## src/rtl/seg7_pkg.sv

```systemverilog
// Shared constants and hex decode for the scanned 7-segment display.
// Segment bits are active-low in {g,f,e,d,c,b,a} order.
package seg7_pkg;

  localparam logic [7:0] SEG_BLANK = 8'hFF;

  localparam logic [15:0][6:0] SEG_LUT = {
    7'h0E, 7'h06, 7'h21, 7'h46,
    7'h03, 7'h08, 7'h10, 7'h00,
    7'h78, 7'h02, 7'h12, 7'h19,
    7'h30, 7'h24, 7'h79, 7'h40
  };

  function automatic logic [6:0] seg7_hex(
    input logic [3:0] nibble
  );
    return SEG_LUT[nibble];
  endfunction

endpackage

```

## src/rtl/seg7_lzb_mask.sv

```systemverilog
// Leading-zero blank mask: bit i set when digits i..top are all zero.
// Digit 0 always stays visible so a zero value still shows "0".
module seg7_lzb_mask #(
  parameter int DIGITS = 4
) (
  input  logic [DIGITS*4-1:0] nibbles,
  input  logic                en,
  output logic [DIGITS-1:0]   mask
);

  logic zero_run;

  always_comb begin
    zero_run = 1'b1;
    mask     = '0;
    for (int i = DIGITS - 1; i >= 0; i--) begin
      zero_run = zero_run && (nibbles[i*4 +: 4] == 4'h0);
      mask[i]  = en && zero_run && (i != 0);
    end
  end

endmodule

```

## src/rtl/seg7_scan_display.sv

```systemverilog
// Multi-channel 7-segment scan controller with frame snapshots,
// leading-zero blanking, blink, decimal points and anode dead time.
module seg7_scan_display
  import seg7_pkg::*;
#(
  parameter int DIGITS       = 4,
  parameter int CHANNELS     = 4,
  parameter int SCAN_DIV     = 100000,
  parameter int DEAD_CYCLES  = 2,
  parameter int BLINK_FRAMES = 64,
  localparam int SEL_W =
    (CHANNELS > 1) ? $clog2(CHANNELS) : 1
) (
  input  logic                         Clk,
  input  logic                         Reset,
  input  logic [CHANNELS*DIGITS*4-1:0] ChanData,
  input  logic [SEL_W-1:0]             ChanSel,
  input  logic                         LzbEn,
  input  logic [DIGITS-1:0]            BlinkMask,
  input  logic [DIGITS-1:0]            DpIn,
  output logic [7:0]                   SegOut,
  output logic [DIGITS-1:0]            Bits,
  output logic                         FrameDone
);

  localparam int W     = DIGITS * 4;
  localparam int IDX_W = (DIGITS > 1) ? $clog2(DIGITS) : 1;
  localparam int CNT_W = $clog2(SCAN_DIV);
  localparam int FR_W  =
    (BLINK_FRAMES > 1) ? $clog2(BLINK_FRAMES) : 1;
  localparam logic [IDX_W-1:0] LAST = IDX_W'(DIGITS - 1);
  localparam logic [CNT_W-1:0] CNT_TOP = CNT_W'(SCAN_DIV - 1);
  localparam logic [CNT_W-1:0] CNT_DEAD = CNT_W'(DEAD_CYCLES);
  localparam logic [FR_W-1:0]  FR_TOP = FR_W'(BLINK_FRAMES - 1);

  logic [CNT_W-1:0]  cnt;
  logic [IDX_W-1:0]  idx;
  logic [FR_W-1:0]   frm;
  logic              blink;
  logic              armed;
  logic [W-1:0]      snap_data;
  logic              snap_lzb;
  logic [DIGITS-1:0] snap_blink;
  logic [DIGITS-1:0] snap_dp;

  logic              tick;
  logic              frame_end;
  logic              take;
  logic [W-1:0]      sel_word;
  logic [DIGITS-1:0] lzb_mask;
  logic [3:0]        nib;
  logic              dp_bit;
  logic              blank_bit;
  logic [7:0]        seg_d;
  logic [DIGITS-1:0] bits_d;

  assign tick      = (cnt == CNT_TOP);
  assign frame_end = tick && (idx == LAST);
  // First cycle out of reset grabs a fresh snapshot too.
  assign take      = frame_end || !armed;

  always_comb begin
    sel_word = ChanData[W-1:0];
    for (int c = 1; c < CHANNELS; c++) begin
      if (ChanSel == SEL_W'(c)) sel_word = ChanData[c*W +: W];
    end
  end

  seg7_lzb_mask #(
    .DIGITS (DIGITS)
  ) u_lzb (
    .nibbles (snap_data),
    .en      (snap_lzb),
    .mask    (lzb_mask)
  );

  always_comb begin
    nib       = 4'h0;
    dp_bit    = 1'b0;
    blank_bit = 1'b0;
    for (int i = 0; i < DIGITS; i++) begin
      if (idx == IDX_W'(i)) begin
        nib       = snap_data[i*4 +: 4];
        dp_bit    = snap_dp[i];
        blank_bit = lzb_mask[i] | (blink & snap_blink[i]);
      end
    end
  end

  always_comb begin
    seg_d  = blank_bit ? SEG_BLANK : {~dp_bit, seg7_hex(nib)};
    bits_d = ~(DIGITS'(1) << idx);
    if (cnt < CNT_DEAD) begin
      seg_d  = SEG_BLANK;
      bits_d = '1;
    end
  end

  always_ff @(posedge Clk or negedge Reset) begin
    if (!Reset) begin
      cnt   <= '0;
      idx   <= '0;
      frm   <= '0;
      blink <= 1'b0;
      armed <= 1'b0;
    end else begin
      armed <= 1'b1;
      cnt   <= tick ? '0 : cnt + 1'b1;
      if (tick) idx <= (idx == LAST) ? '0 : idx + 1'b1;
      if (frame_end) begin
        if (frm == FR_TOP) begin
          frm   <= '0;
          blink <= ~blink;
        end else begin
          frm <= frm + 1'b1;
        end
      end
    end
  end

  always_ff @(posedge Clk or negedge Reset) begin
    if (!Reset) begin
      snap_data  <= '0;
      snap_lzb   <= 1'b0;
      snap_blink <= '0;
      snap_dp    <= '0;
    end else if (take) begin
      snap_data  <= sel_word;
      snap_lzb   <= LzbEn;
      snap_blink <= BlinkMask;
      snap_dp    <= DpIn;
    end
  end

  always_ff @(posedge Clk or negedge Reset) begin
    if (!Reset) begin
      SegOut    <= SEG_BLANK;
      Bits      <= '1;
      FrameDone <= 1'b0;
    end else begin
      SegOut    <= seg_d;
      Bits      <= bits_d;
      FrameDone <= frame_end;
    end
  end

endmodule
```

## config.mk

```make
export PLATFORM = sky130hd
export DESIGN_NAME = seg7_scan_display
export DESIGN_NICKNAME = d
export VERILOG_FILES = /design/src/rtl/seg7_pkg.sv /design/src/rtl/seg7_lzb_mask.sv /design/src/rtl/seg7_scan_display.sv
export SDC_FILE = /design/constraint.sdc
export NUM_CORES = 1
export LEC_CHECK = 0
export ABC_AREA = 1
export CORE_ASPECT_RATIO = 1.25
export CORE_UTILIZATION = 30
export DETAILED_ROUTE_END_ITERATION = 6
export GPL_ROUTABILITY_DRIVEN = 0
export PLACE_DENSITY_LB_ADDON = 0.12
export SLEW_MARGIN = 20
export SYNTH_ARGS = -nofsm -noshare
export SYNTH_HDL_FRONTEND = slang
export SYNTH_SLANG_ARGS = --single-unit
export TNS_END_PERCENT = 100
```

## constraint.sdc

```tcl
create_clock -name Clk -period 1.8 [get_ports Clk]
set_input_delay 0.45 -clock Clk [delete_from_list [all_inputs] [get_ports Clk]]
set_output_delay 0.45 -clock Clk [all_outputs]
set_load 0.03 [all_outputs]
```

==> results of run 1 <==
-- stage by stage --
step | setup TNS, ps | hold slack (ps)
floorplan | -14.5 | 154
global placement | -1270 | 367
detailed placement | -2370 | 379
CTS | -18.5 | 15.9
global route | -939 | 17.6
finish | -122 | 5.79
-- synth_stat cells --
| master | instances | area [sq um] |
|---|---|---|
| nand2_1 | 192 | 721 |
| nand3_1 | 59 | 295 |
| nor2_1 | 57 | 214 |
| inv_1 | 55 | 206 |
| dfrtp_1 | 53 | 1330 |
| o21ai_0 | 41 | 205 |
| a21oi_1 | 22 | 110 |
| a31oi_1 | 16 | 100 |
| ha_1 | 13 | 163 |
| dfstp_2 | 12 | 315 |
| clkbuf_1 | 10 | 37.5 |
| nor3_1 | 8 | 40.0 |
| xor2_1 | 8 | 70.1 |
| nand4_1 | 7 | 43.8 |
| buf_2 | 6 | 30.0 |
| o21ai_1 | 5 | 25.0 |
| buf_6 | 3 | 33.8 |
| nor4_1 | 3 | 18.8 |
| nand2_2 | 2 | 12.5 |
| nand2_4 | 2 | 22.5 |
| nor3b_1 | 2 | 15.0 |
| buf_1 | 1 | 3.75 |
| buf_4 | 1 | 7.51 |
| clkbuf_2 | 1 | 5.00 |
| clkinv_1 | 1 | 3.75 |
| clkinv_2 | 1 | 5.00 |
| conb_1 | 1 | 3.75 |
| inv_4 | 1 | 6.26 |
| nand3_2 | 1 | 10.0 |
| nand3b_1 | 1 | 7.51 |
| nor2_2 | 1 | 6.26 |
| xnor2_1 | 1 | 8.76 |
-- timing repair --
action                                  4_1_cts  5_1_grt
pin swaps                                     3       23
hold buffers                                  0        0
resized for setup                            28       55
endpoints found under the setup margin       19       38
setup buffers                                 2        5
gates cloned                                  0        1
-- area by class of cell --
cell class	instances	share of cell area, %
sequential	65	26.9
clock buffer	9	3.68
tap	171	3.50
inverter	58	3.83
clock inverter	7	1.68
multi-input combinational	443	39.0
timing repair buffer	142	21.4
-- cell families after synthesis --
logic type,share of synthesized area [%]
AO/OA/AOI/OAI,10.8
XOR/XNOR,1.94
adder cells (fa/ha/maj),3.99
buffers and inverters,8.33
flip-flops,40.3
other,0.0921
AND/OR/NAND/NOR,34.5
-- where the power goes --
| group | internal (W) | switching, W | total (W) |
|---|---|---|---|
| Sequential | 0.00159 | 0.0000502 | 0.00164 |
| Clock | 0.00122 | 0.000690 | 0.00191 |
| Combinational | 0.000431 | 0.000498 | 0.000929 |
| Total | 0.00324 | 0.00124 | 0.00448 |
-- flip-flops by register name, indices dropped and copies added (netlist names) --
register and count:
cnt 17, snap_data 16, SegOut 8, frm 6, Bits 4, snap_blink 4, snap_dp 4, idx 2
FrameDone 1, armed 1, blink 1, snap_lzb 1
-- critical path, stage by stage (launching register included) --
cell     delay (ps)
dfrtp_2         460
ha_4            210
inv_4            80
nand3_2          50
nand2_1          70
nand2_1          60
nand2_2          70
nand2_4         120
ha_4            290
nand3_2          90
nor2_1          110
nor2_1           40
nand2_1          50
inv_1            30
nand2_1          50
-- layer usage --
| metal | share of wire (%) | global-route usage, % |
|---|---|---|
| met5 | 0 | 0 |
| met4 | 2.7 | 6.79 |
| met3 | 5.0 | 4.45 |
| met2 | 49 | 27.3 |
| met1 | 43 | 20.6 |
-- path summary, 6_finish.rpt --
kind                                            end
max in group asynchronous         Bits[0]$_DFF_PN1_
worst max register to register  SegOut[1]$_DFF_PN1_
min in group Clk                   cnt[0]$_DFF_PN0_
worst max-delay path            SegOut[1]$_DFF_PN1_
worst min register to register     cnt[0]$_DFF_PN0_
worst min-delay path              cnt[14]$_DFF_PN0_
-- layout by cell type, fill, tap and decap left out, types with 2 or more instances in the layout --
cell / instances
a21oi_1: 15
a21oi_2: 7
a31oi_1: 16
buf_12: 2
buf_4: 47
buf_6: 4
bufinv_16: 2
clkbuf_16: 9
clkdlybuf4s50_1: 75
clkinv_4: 3
dfrtp_1: 52
dfstp_2: 12
dlygate4sd2_1: 12
ha_1: 3
ha_4: 10
inv_1: 47
inv_2: 5
inv_4: 4
inv_6: 2
nand2_1: 178
nand2_2: 11
nand2_4: 7
nand3_1: 50
nand3_2: 9
nand4_1: 7
nor2_1: 56
nor2_2: 2
nor3_1: 7
nor3b_1: 2
nor4_1: 3
o21ai_0: 39
o21ai_1: 7
xor2_1: 8
==> flow_summary.yaml, run 1 <==
status:
  outcome: "complete, but fails checks"
  violations: "setup timing"
timing:
  drv_slew: 0
  setup_slack_ps: -46.1
  fin_crit_sh_pct: 103
  hold_violations: 0
  finalSetupViolations: 4
  finalClockSkew_ps: 7.52
  finalCriticalPeriod_ps: 1850
  grt_setup_unrepaired: "yes"
  max_freq_mhz: 542
power:
  ir_worst_vdd_mv: 0.469
  p_total_w: 0.00448
  powerDensity_nw_per_um2: 733
  p_leak_nw: 2.89
global_routing:
  grt_overflow: 0
  grt_first_pass_wirelength_um: 18800
  grt_use_total_pct: 16.7
  antenna_found_initial: 0
  first_global_vias: 4087
  grt_start_max_net_pins: 54
floorplan:
  die_area_sq_um: 14000
  core-area_sq_um: 13200
  fp-row-count: 47
  fp.dieW_um: 106
  ios: 90
  fp.dieH_um: 132
  initial_core_util_pct: 30.8
setup_path:
  start_kind: "register"
  reg2reg_slack_ps: -50
  cp-startpoint: "idx[0]$_DFFE_PN0N_"
  r2r-start: "idx[0]$_DFFE_PN0N_"
  cp.arrival_ps: 2130
  r2r_cells: 14
  cp.required_ps: 2080
  cp-end-kind: "register"
  criticalPathCategory: "register to register"
  worstPathMaxFanout: 6
routing:
  drt_iter0_drc: 168
  num_vias: 4148
  wl_per_cell_um: 12.8
  drt-total-wl_um: 11500
  drc: 0
  dr.pass1.iters: 4
  ant_nets: 0
  routed_via_density: 4.63
final_layout:
  fin_area_sq_um: 6110
  diodes: 0
  areaGrowthSynthToFinish_pct: 50.1
  final_layout_size_suffix_gt1_share_pct: 19.8
  finalNonFillerCells: 895
  fin_util_pct: 46.2
  fillers: 1340
  register_area_sq_um: 1640
  final_nets: 809
  multiInputGateArea_sq_um: 2380
clock_network:
  cts_sinks: 65
  clk_pin_slew_worst_paths_ps: 60
  clock_insertion_delay_worst_skew_ps: 340
  cts_buffers: 9
  clock_path_buffers: 2
  h-tree-depth: 3
  clock-root-buffer: "clkbuf_16"
  cts_tree: "yes"
synth:
  synth_cells: 587
  synth.avg_cell_area_sq_um: 6.94
  ys_warn_count: 0
  yosysUniqueCellTypes: 32
  seq_area_frac_synth_pct: 40.3
  ys_ff_latch: 65
  syn_nets: 677
  netlist_area_sq_um: 4070
placement:
  place_area_sq_um: 5450
  dp_hpwl_um: 8520
  pre_cts_slack_ps: -162
  port_buffers: 89
  placed_cells: 871
worst_hold_path:
  min_path_type: "input pin to async pin"
flow_run:
  drv_cap: 0
Note: power is estimated with default switching activity, not from simulation.
==> run 2, diff against run 1 <==
--- a/config.mk
+++ b/config.mk
@@ -6,8 +6,9 @@
 export NUM_CORES = 1
 export LEC_CHECK = 0
 export ABC_AREA = 1
+export ABC_CLOCK_PERIOD_IN_PS = 1800
 export CORE_ASPECT_RATIO = 1.25
-export CORE_UTILIZATION = 30
+export CORE_UTILIZATION = 41
 export DETAILED_ROUTE_END_ITERATION = 6
 export GPL_ROUTABILITY_DRIVEN = 0
 export PLACE_DENSITY_LB_ADDON = 0.12
==> run 2 against run 1 <==
The flow still finishes with violations (setup timing). Final cell count shrank 6.0%. Highest routed layer unchanged. Via count shrank 1.6%. Global-route usage grew 3.7 points. Utilization grew 14 points. Final area shrank 4.7%. Critical path type unchanged. Worst hold slack gained 100 ps. Register-to-register slack is essentially flat. Die area shrank 26%. Critical endpoint unchanged. Sequential cell count is the same. Maximum frequency shrank 0.42%. Largest cell class unchanged.
==> flow_summary.yaml, run 2 (same netlist as run 1, synthesis figures left out) <==
status:
  outcome: "complete, but fails checks"
  violations: "setup timing"
power:
  p_total_w: 0.00409
  powerDensity_nw_per_um2: 703
  internal_power_w: 0.00300
  switching_share_pct: 26.8
  seq_power_share_pct: 39.9
  clkPwrFrac_pct: 38.9
  ir_worst_vdd_mv: 0.404
  p_comb_share_pct: 21.1
  power.switching_w: 0.00110
  p_leak_nw: 2.79
routing:
  drc: 0
  wl_per_cell_um: 11.8
  drt_iter0_drc: 157
  ant_nets: 0
  drt-total-wl_um: 9950
  routed_via_density: 4.85
  num_vias: 4081
  dr.pass1.iters: 4
final_layout:
  fillers: 888
  final_common_cell: "nand2_1"
  layout_common_cells: "184 x nand2_1, 76 x clkdlybuf4s50_1, 55 x nand3_1, 54 x nor2_1, 52 x dfrtp_1"
  largest_registers: "cnt x17, snap_data x16, SegOut x8"
  multiInputGateArea_sq_um: 2260
  areaGrowthSynthToFinish_pct: 43.0
  final_nets: 800
  diodes: 0
  largest_reg_flops: 17
  max_flop_register: "cnt"
  final_layout_size_suffix_gt1_share_pct: 16.5
  register_area_sq_um: 1640
global_routing:
  antenna_found_initial: 0
  first_global_vias: 3788
  grt_start_max_net_pins: 66
  grt_first_pass_wirelength_um: 16900
  grt_overflow: 0
  grt_use_total_pct: 20.4
floorplan:
  initial_core_util_pct: 42.4
  fp-row-count: 40
  fp.dieH_um: 113
  ios: 90
  core-area_sq_um: 9610
  die_area_sq_um: 10300
  fp.dieW_um: 91.1
clock_network:
  cts_tree: "yes"
  clock_insertion_delay_worst_skew_ps: 330
  postCtsHoldBufs: 0
  clk_pin_slew_worst_paths_ps: 50
  cts_buffers: 9
  h-tree-depth: 3
  clock_path_buffers: 2
  cts_sinks: 65
  clock-root-buffer: "clkbuf_16"
timing:
  hold_violations: 0
  tns_ps: -78.9
  finalSetupViolations: 3
  setup_slack_ps: -53.8
  finalClockSkew_ps: 5.54
  grt_setup_unrepaired: "yes"
  drv_slew: 0
  max_freq_mhz: 539
  fin_crit_sh_pct: 103
  finalCriticalPeriod_ps: 1850
worst_hold_path:
  min_path_type: "input pin to async pin"
setup_path:
  max_stage_delay_ps: 470
  start_kind: "register"
  cp.required_ps: 2070
  path_common_cell: "nand2_1"
  worstPathMaxFanout: 6
  cp-end-kind: "register"
  cp.arrival_ps: 2130
  cpMaxStageDelayCell: "dfrtp_2"
  crit_family: "simple AND/OR/NAND/NOR gates"
  crit_chain: "ha_4 -> inv_4 -> nand3_1 -> nand2_1 -> nand2_1 -> nand2_2 -> nand2_4 -> ha_4 -> nand3_4 -> nor2_4 -> nor2_2 -> nand2_1 -> inv_1 -> nand2_1"
  critPathBufInv: 2
  criticalPathCategory: "register to register"
placement:
  port_buffers: 89
  dp_hpwl_um: 7620
flow_run:
  drv_cap: 0
-- run 2: per-layer routing --
| layer | global-route usage, % | part of all wire (%) | up-vias |
|---|---|---|---|
| met5 | 0 | 0 | - |
| met4 | 10.7 | 2.7 | 0 |
| met3 | 4.33 | 5.2 | 18 |
| met2 | 34.7 | 49 | 129 |
| met1 | 24.2 | 43 | 1792 |
| li1 | - | - | 2142 |
-- run 2: final timing paths --
path | startpoint | end | slack, ps | cells after the start
min | Reset | cnt[10]$_DFF_PN0_ | 110 | 2
max in group asynchronous | Reset | SegOut[1]$_DFF_PN1_ | 1340 | 2
min in group Clk | frm[1]$_DFFE_PN0P_ | frm[1]$_DFFE_PN0P_ | 510 | 2
min reg2reg | frm[1]$_DFFE_PN0P_ | frm[1]$_DFFE_PN0P_ | 510 | 2
max | idx[0]$_DFFE_PN0N_ | SegOut[1]$_DFF_PN1_ | -50 | 14
max reg2reg | idx[0]$_DFFE_PN0N_ | SegOut[1]$_DFF_PN1_ | -50 | 14
-- run 2: cell type report --
class / instances / share of cell area [%]
well taps: 126 / 2.71
clock buffers: 13 / 4.47
clock inverters: 3 / 0.258
flip-flops and latches: 65 / 28.2
inverters: 58 / 3.93
multi-input cells: 442 / 38.7
repair buffers: 134 / 21.7
-- run 2: through the flow --
step / utilization, % / hold WS [ps] / worst slack (ps) / instances / instance area, sq um
floorplan: - / 154 / -14.5 / 587 / 4100
global placement: 56.0 / 448 / -112 / 821 / 5380
detailed placement: 56.0 / 482 / -131 / 821 / 5380
CTS: 59.8 / 130 / 1.72 / 839 / 5740
global route: 60.6 / 152 / -219 / 841 / 5820
finish: 60.6 / 107 / -53.8 / 841 / 5820
-- run 2: timing repair --
| action | 4_1_cts | 5_1_grt |
|---|---|---|
| gates resized for setup | 34 | 20 |
| setup buffers | 2 | 2 |
| setup endpoints to repair | 19 | 16 |
| pin swaps | 4 | 11 |
-- run 2: power groups by stage --
stage                     Sequential, W  Clock, W  Combinational (W)
after floorplan                 0.00173         0           0.000367
after global placement          0.00166         0           0.000827
after detailed placement        0.00166         0           0.000834
after CTS                       0.00163   0.00164           0.000833
after global routing            0.00164   0.00171           0.000968
final                           0.00163   0.00159           0.000866
==> RTL change 1 (settings of run 1) <==
Change the parameter `SCAN_DIV` from 100000 to 50000.
--- a/src/rtl/seg7_scan_display.sv
+++ b/src/rtl/seg7_scan_display.sv
@@ -5,7 +5,7 @@
 #(
   parameter int DIGITS       = 4,
   parameter int CHANNELS     = 4,
-  parameter int SCAN_DIV     = 100000,
+  parameter int SCAN_DIV     = 50000,
   parameter int DEAD_CYCLES  = 2,
   parameter int BLINK_FRAMES = 64,
   localparam int SEL_W =
Behaviour: no difference found for any inputs over 10 cycles, from zero or initial values and one cycle with Reset low; that may be too few to reach the edited logic, so the function may still have changed.
==> RTL change 1 against run 1 <==
The run still ends with setup timing left. Clock skew rose by 1.4 ps. Sequential share of layout area rose by 0.91 points. Power is 3.7% lower. Wire length fell by 10%. Non-clock buffer count fell by 13. Critical path depth down 1. Clock power fell by 4%. Design area decreased by 4.7%. Sequential cell count shrank 1. Setup slack gained 38 ps. Combinational power down 8.2%. Die area shrank 1.6%. Synthesized area is 1.7% lower. Largest power group unchanged.
==> RTL change 1: results (changes against run 1) <==
Outcome
  – Status: finished with violations
  – Violated checks: setup timing

Global routing
  – First-pass GRT wire length: 17.1 mm (-8.9%)
  – All-layer global routing usage: 15.4% (-1.3 points)
  – Antenna violations before repair: 0 (unchanged)
  – Vias in the first global route: 3808 (-6.8%)
  – Largest net degree at the start of global routing: 65 (+20%)

Route
  – TritonRoute pass-1 iters: 4 (unchanged)
  – Vias/cell: 4.68 (+0.95%)
  – Initial detailed-routing violation count: 137 (-18%)
  – Total wire length: 10.3 mm (-10%)
  – WL per Instance: 12.6 microns (-2.0%)

Layout
  – Area growth syn-to-layout: 45.5%
  – Layout net count: 735 (-9.1%)
  – Share of layout cells above drive strength 1: 20.2% (+0.40 points)
  – Largest registers: cnt x16, snap_data x16, SegOut x8
  – Fill cells: 1292 (-3.6%)

Yosys
  – Synth cell types: 43 (+34%)
  – Post-synth EDFFs: 0 (unchanged)
  – Most frequent cells after synthesis: nand2_1, nand3_1, dfrtp_1
  – Synth Warn #: 0 (unchanged)
  – Most used DFF post-synth: dfrtp_1
  – Post-synth ARST share: 100% (unchanged)
  – Mapped Avg Cell Area: 7.61 sq um (+9.7%)
  – Synth top area cells: dfrtp_1, nand2_1, nand3_1
  – Sequential share of the synthesized area: 40.4% (+0.055 points)
  – Syn_nets: 616 (-9.0%)

Placement
  – Dpl hpwl: 7.80 mm (-8.5%)
  – Dpl cells: 800 (-8.2%)
  – Placed cell area: 5310 sq um (-2.4%)
  – DP Worst Slack: -102 ps (+60.1 ps)

Worst setup path
  – Critical path arrival: 2080 ps (-50 ps)
  – Crit path largest cell delay: 440 ps (-20 ps)
  – Crit-path max FO: 5 (-1)

Clocking
  – Clock tree buffer depth: 2 (unchanged)
  – CTS HTree Levels: 3 (unchanged)
  – Clock root cell: clkbuf_16
  – Clk_lat worst skew: 340 ps (about the same)

Pwr
  – Combinational Power: 0.853 mW (-8.2%)
  – LEAKAGE: 2.71 nW (-6.2%)
  – Worst VDD drop: 0.436 mV (-7.0%)
  – Clock power share: 42.4% (-0.3 points)
  – Net Sw Power: 1.09 mW (-12%)
  – Sw frac: 25.3% (-2.3 points)

Min path
  – HP Class: in -> async

Timing
  – Worst Clk Skew: 8.90 ps (+1.38 ps)
  – Post-route worst setup slack: -8.18 ps (+37.9 ps)
  – TNS Setup: -8.38 ps (+114 ps)
  – Number of setup violations in the final report: 2 (-2)
[RTL change 1: cell types whose count changed after synthesis, moves of 9 or more]
cell and change:
nand3_1 +9, o211ai_2 +11, inv_1 -20, a31oi_1 -15, a21oi_1 +29, nand2_1 -41
o21ai_0 -35, nor2_1 -12
[RTL change 1: logic make-up after synthesis]
family                     count (synthesis)  share of synthesized area (%)
AOI/OAI and AO/OA                         80                           12.7
xor gates and xnor gates                  13                           2.84
adders and majority gates                 13                           4.06
buffers and inverters                     60                           6.65
DFF                                       64                           40.4
other                                      1                         0.0936
and+or+nand+nor                          295                           33.3
[RTL change 1: area by class of cell]
type,instances,share of cell area (%)
Clock inverter,3,1.12
Multi-Input combinational cell,402,39.7
Tap cell,168,3.61
Sequential cell,64,27.8
Inverter,39,2.71
Clock buffer,13,4.29
Timing Repair Buffer,129,20.8
[RTL change 1: worst paths after layout]
path                              from         to  slack (ps)  cells past startpoint
worst max-delay path            idx[1]  SegOut[5]          -8                     13
worst min-delay path             Reset    cnt[13]         110                      2
worst max register to register  idx[1]  SegOut[5]          -8                     13
worst min register to register  cnt[0]     cnt[0]         460                      1
max in group asynchronous        Reset  SegOut[6]        1360                      2
min in group Clk                cnt[0]     cnt[0]         460                      1
[RTL change 1: worst reg2reg max path: cells and delay by family (launching register included)]
family,cells,cell delay [ps]
buf+inv,2,130
flops,1,440
simple gates,8,650
fa+ha+maj,2,350
compound gates,1,180
[RTL change 1: per-layer routing]
layer	part of all wire [%]	track usage (%)
met2	49	25.8
met3	6.5	4.86
met1	43	17.8
met5	0	0
met4	2.1	6.73
[RTL change 1: timing repair]
action / in CTS / in global routing
pin swaps: 2 / 9
endpoints found under the hold margin: 0 / 0
buffers inserted: 1 / 1
gates resized for setup: 33 / 27
endpoints found under the setup margin: 19 / 8
==> RTL change 2 (config.mk and constraints of run 1) <==
Without the edit above. Make the reset (`Reset`) synchronous in 3 clocked blocks.
--- a/src/rtl/seg7_scan_display.sv
+++ b/src/rtl/seg7_scan_display.sv
@@ -96,7 +96,7 @@
     end
   end
 
-  always_ff @(posedge Clk or negedge Reset) begin
+  always_ff @(posedge Clk) begin
     if (!Reset) begin
       cnt   <= '0;
       idx   <= '0;
@@ -118,7 +118,7 @@
     end
   end
 
-  always_ff @(posedge Clk or negedge Reset) begin
+  always_ff @(posedge Clk) begin
     if (!Reset) begin
       snap_data  <= '0;
       snap_lzb   <= 1'b0;
@@ -132,7 +132,7 @@
     end
   end
 
-  always_ff @(posedge Clk or negedge Reset) begin
+  always_ff @(posedge Clk) begin
     if (!Reset) begin
       SegOut    <= SEG_BLANK;
       Bits      <= '1;
Check against the original RTL: differs if Reset is asserted again (counterexample within 4 cycles, from zero or initial values and one cycle with Reset low); with Reset held inactive, the same outputs for 10 cycles.
==> RTL change 2 against run 1 <==
Sequential cell count unchanged. Clock skew up 2.2 ps. Count of clock-buffer cells in the layout up 2. Synthesized area down 3.6%. Power down 9.6%. Die area down 3.6%. Wire length down 6.6%. First-iteration DRC count down 1.8%. Synthesized cell count down 1.5%. Setup slack better by 92 ps. Design area down 6.7%. Critical path type unchanged.
==> RTL change 2: results (changes against run 1) <==
Placement
  – Dpl hpwl: 8.41 mm (-1.3%)
  – Number of port buffers: 89 (unchanged)
  – Placed cell area: 5150 sq um (-5.4%)
  – Dpl cells: 848 (-2.6%)

Layout
  – Most flop-heavy register: cnt
  – Share of layout cells above drive strength 1: 18.6% (-1.2 points)
  – Layout net count: 783 (-3.2%)
  – Ant diodes: 0 (unchanged)
  – Fill cells: 1312 (-2.1%)
  – Fin cells: 867 (-3.1%)
  – Largest registers: cnt x17, snap_data x16, SegOut x8

Outcome
  – Status: complete, no violations

Timing
  – Slew HR: 64.6%
  – Worst Clk Skew: 9.70 ps (+2.18 ps)

Clocking
  – Clock root cell: clkbuf_16
  – Cts bufs inserted: 9 (unchanged)
  – CTS HTree Levels: 3 (unchanged)
  – CTS clock-pin slew for the worst setup and hold paths: 60 ps (about the same)

Global routing
  – Antenna violations before repair: 0 (unchanged)
  – Vias in the first global route: 3840 (-6.0%)
  – First-pass GRT wire length: 17.7 mm (-5.6%)
  – All-layer global routing usage: 16.1% (-0.57 points)
  – Largest net degree at the start of global routing: 42 (-22%)

Route
  – Initial detailed-routing violation count: 165 (-1.8%)
  – Total wire length: 10.7 mm (-6.6%)
  – Via Count: 3965 (-4.4%)

Yosys
  – Synth Warn #: 0 (unchanged)
  – Synth cell types: 40 (+25%)
  – Synth top area cells: dfxtp_1, nand2_1, nand3_1
  – Most frequent cells after synthesis: nand2_1, nand3_1, nor2_1
  – Synth Instances: 578 (-1.5%)
  – Post-synth ARST share: 0% (-100 points)
  – Sequential share of the synthesized area: 33.2% (-7.2 points)
  – Syn_nets: 667 (-1.5%)

Worst setup path
  – Critical path arrival: 1960 ps (-170 ps)
  – Crit path largest cell delay: 360 ps (-100 ps)
  – Crit-path most repeated cell: nand2_1
  – Worst path slowest cell: dfxtp_4
  – Crit-path max FO: 5 (-1)

Pwr
  – Worst VDD drop: 0.563 mV (+20%)
  – LEAKAGE: 2.36 nW (-19%)

Min path
  – HP Class: reg -> reg
[RTL change 2: changes by cell type in the layout (fill, tap and decap cells not counted), moves of 16 or more]
| cell | delta |
|---|---|
| nand2_1 | -31 |
| a21oi_1 | +20 |
| dfrtp_1 | -52 |
| nand3_1 | +17 |
| o21ai_0 | -29 |
| a31oi_1 | -16 |
| dfxtp_1 | +63 |
[RTL change 2: layout make-up]
| class | instances | area [sq um] | share of cell area [%] |
|---|---|---|---|
| Multi-Input combinational cell | 444 | 2460 | 43.2 |
| Inverter | 46 | 184 | 3.23 |
| Clock inverter | 5 | 62.6 | 1.10 |
| Tap cell | 168 | 210 | 3.69 |
| Sequential cell | 65 | 1310 | 22.9 |
| Timing Repair Buffer | 128 | 1220 | 21.4 |
| Clock buffer | 11 | 253 | 4.43 |
[RTL change 2: through the flow]
stage               hold WS, ps  setup slack (ps)
floorplan                   429              10.6
global placement            446              -126
detailed placement          465              -157
CTS                         480              1.07
global route                502             -66.3
finish                      469              45.6
[RTL change 2: logic make-up after synthesis]
group | synth area share (%)
compound gates | 11.0
xor+xnor | 0.893
fa+ha+maj | 3.83
buf+inv | 8.83
flops | 33.2
simple gates | 42.3
[RTL change 2: timing repair]
item | CTS | global route
pin swaps | 2 | 9
buffers inserted | 2 | 1
endpoints found under the setup margin | 7 | 30
gates resized for setup | 15 | 37
hold endpoints to repair | 0 | 0
cloned | 0 | 0
[RTL change 2: path summary, 6_finish.rpt]
path | from | cells after the start | endpoint | slack [ps]
setup / recovery | idx[1] | 16 | SegOut[0] | 50
hold / removal | cnt[0] | 1 | cnt[0] | 470
setup reg to reg | idx[1] | 16 | SegOut[0] | 50
hold reg to reg | cnt[0] | 1 | cnt[0] | 470
[RTL change 2: where the power goes]
part / total (mW) / switching, mW / leakage [nW] / internal [mW]
registers: 1.55 / 0.0460 / 0.533 / 1.50
logic: 0.712 / 0.341 / 1.67 / 0.371
clock network: 1.79 / 0.638 / 0.148 / 1.15
total: 4.05 / 1.02 / 2.36 / 3.02
[RTL change 2: critical path: cells and delay by family, from the launching register on]
kind	cells	cell delay, ps
adder cells (fa/ha/maj)	2	330
buffers and inverters	5	330
flip-flops	1	360
AND/OR/NAND/NOR	9	620
[RTL change 2: per-layer routing]
metal  track usage [%]  share of wire, %  vias to the layer above
met3              3.35               4.1                        9
met1              19.3                46                     1732
li1                  -                 -                     2138
met2              28.3                48                       86
met5                 0                 0                        -
met4              6.22               1.6                        0
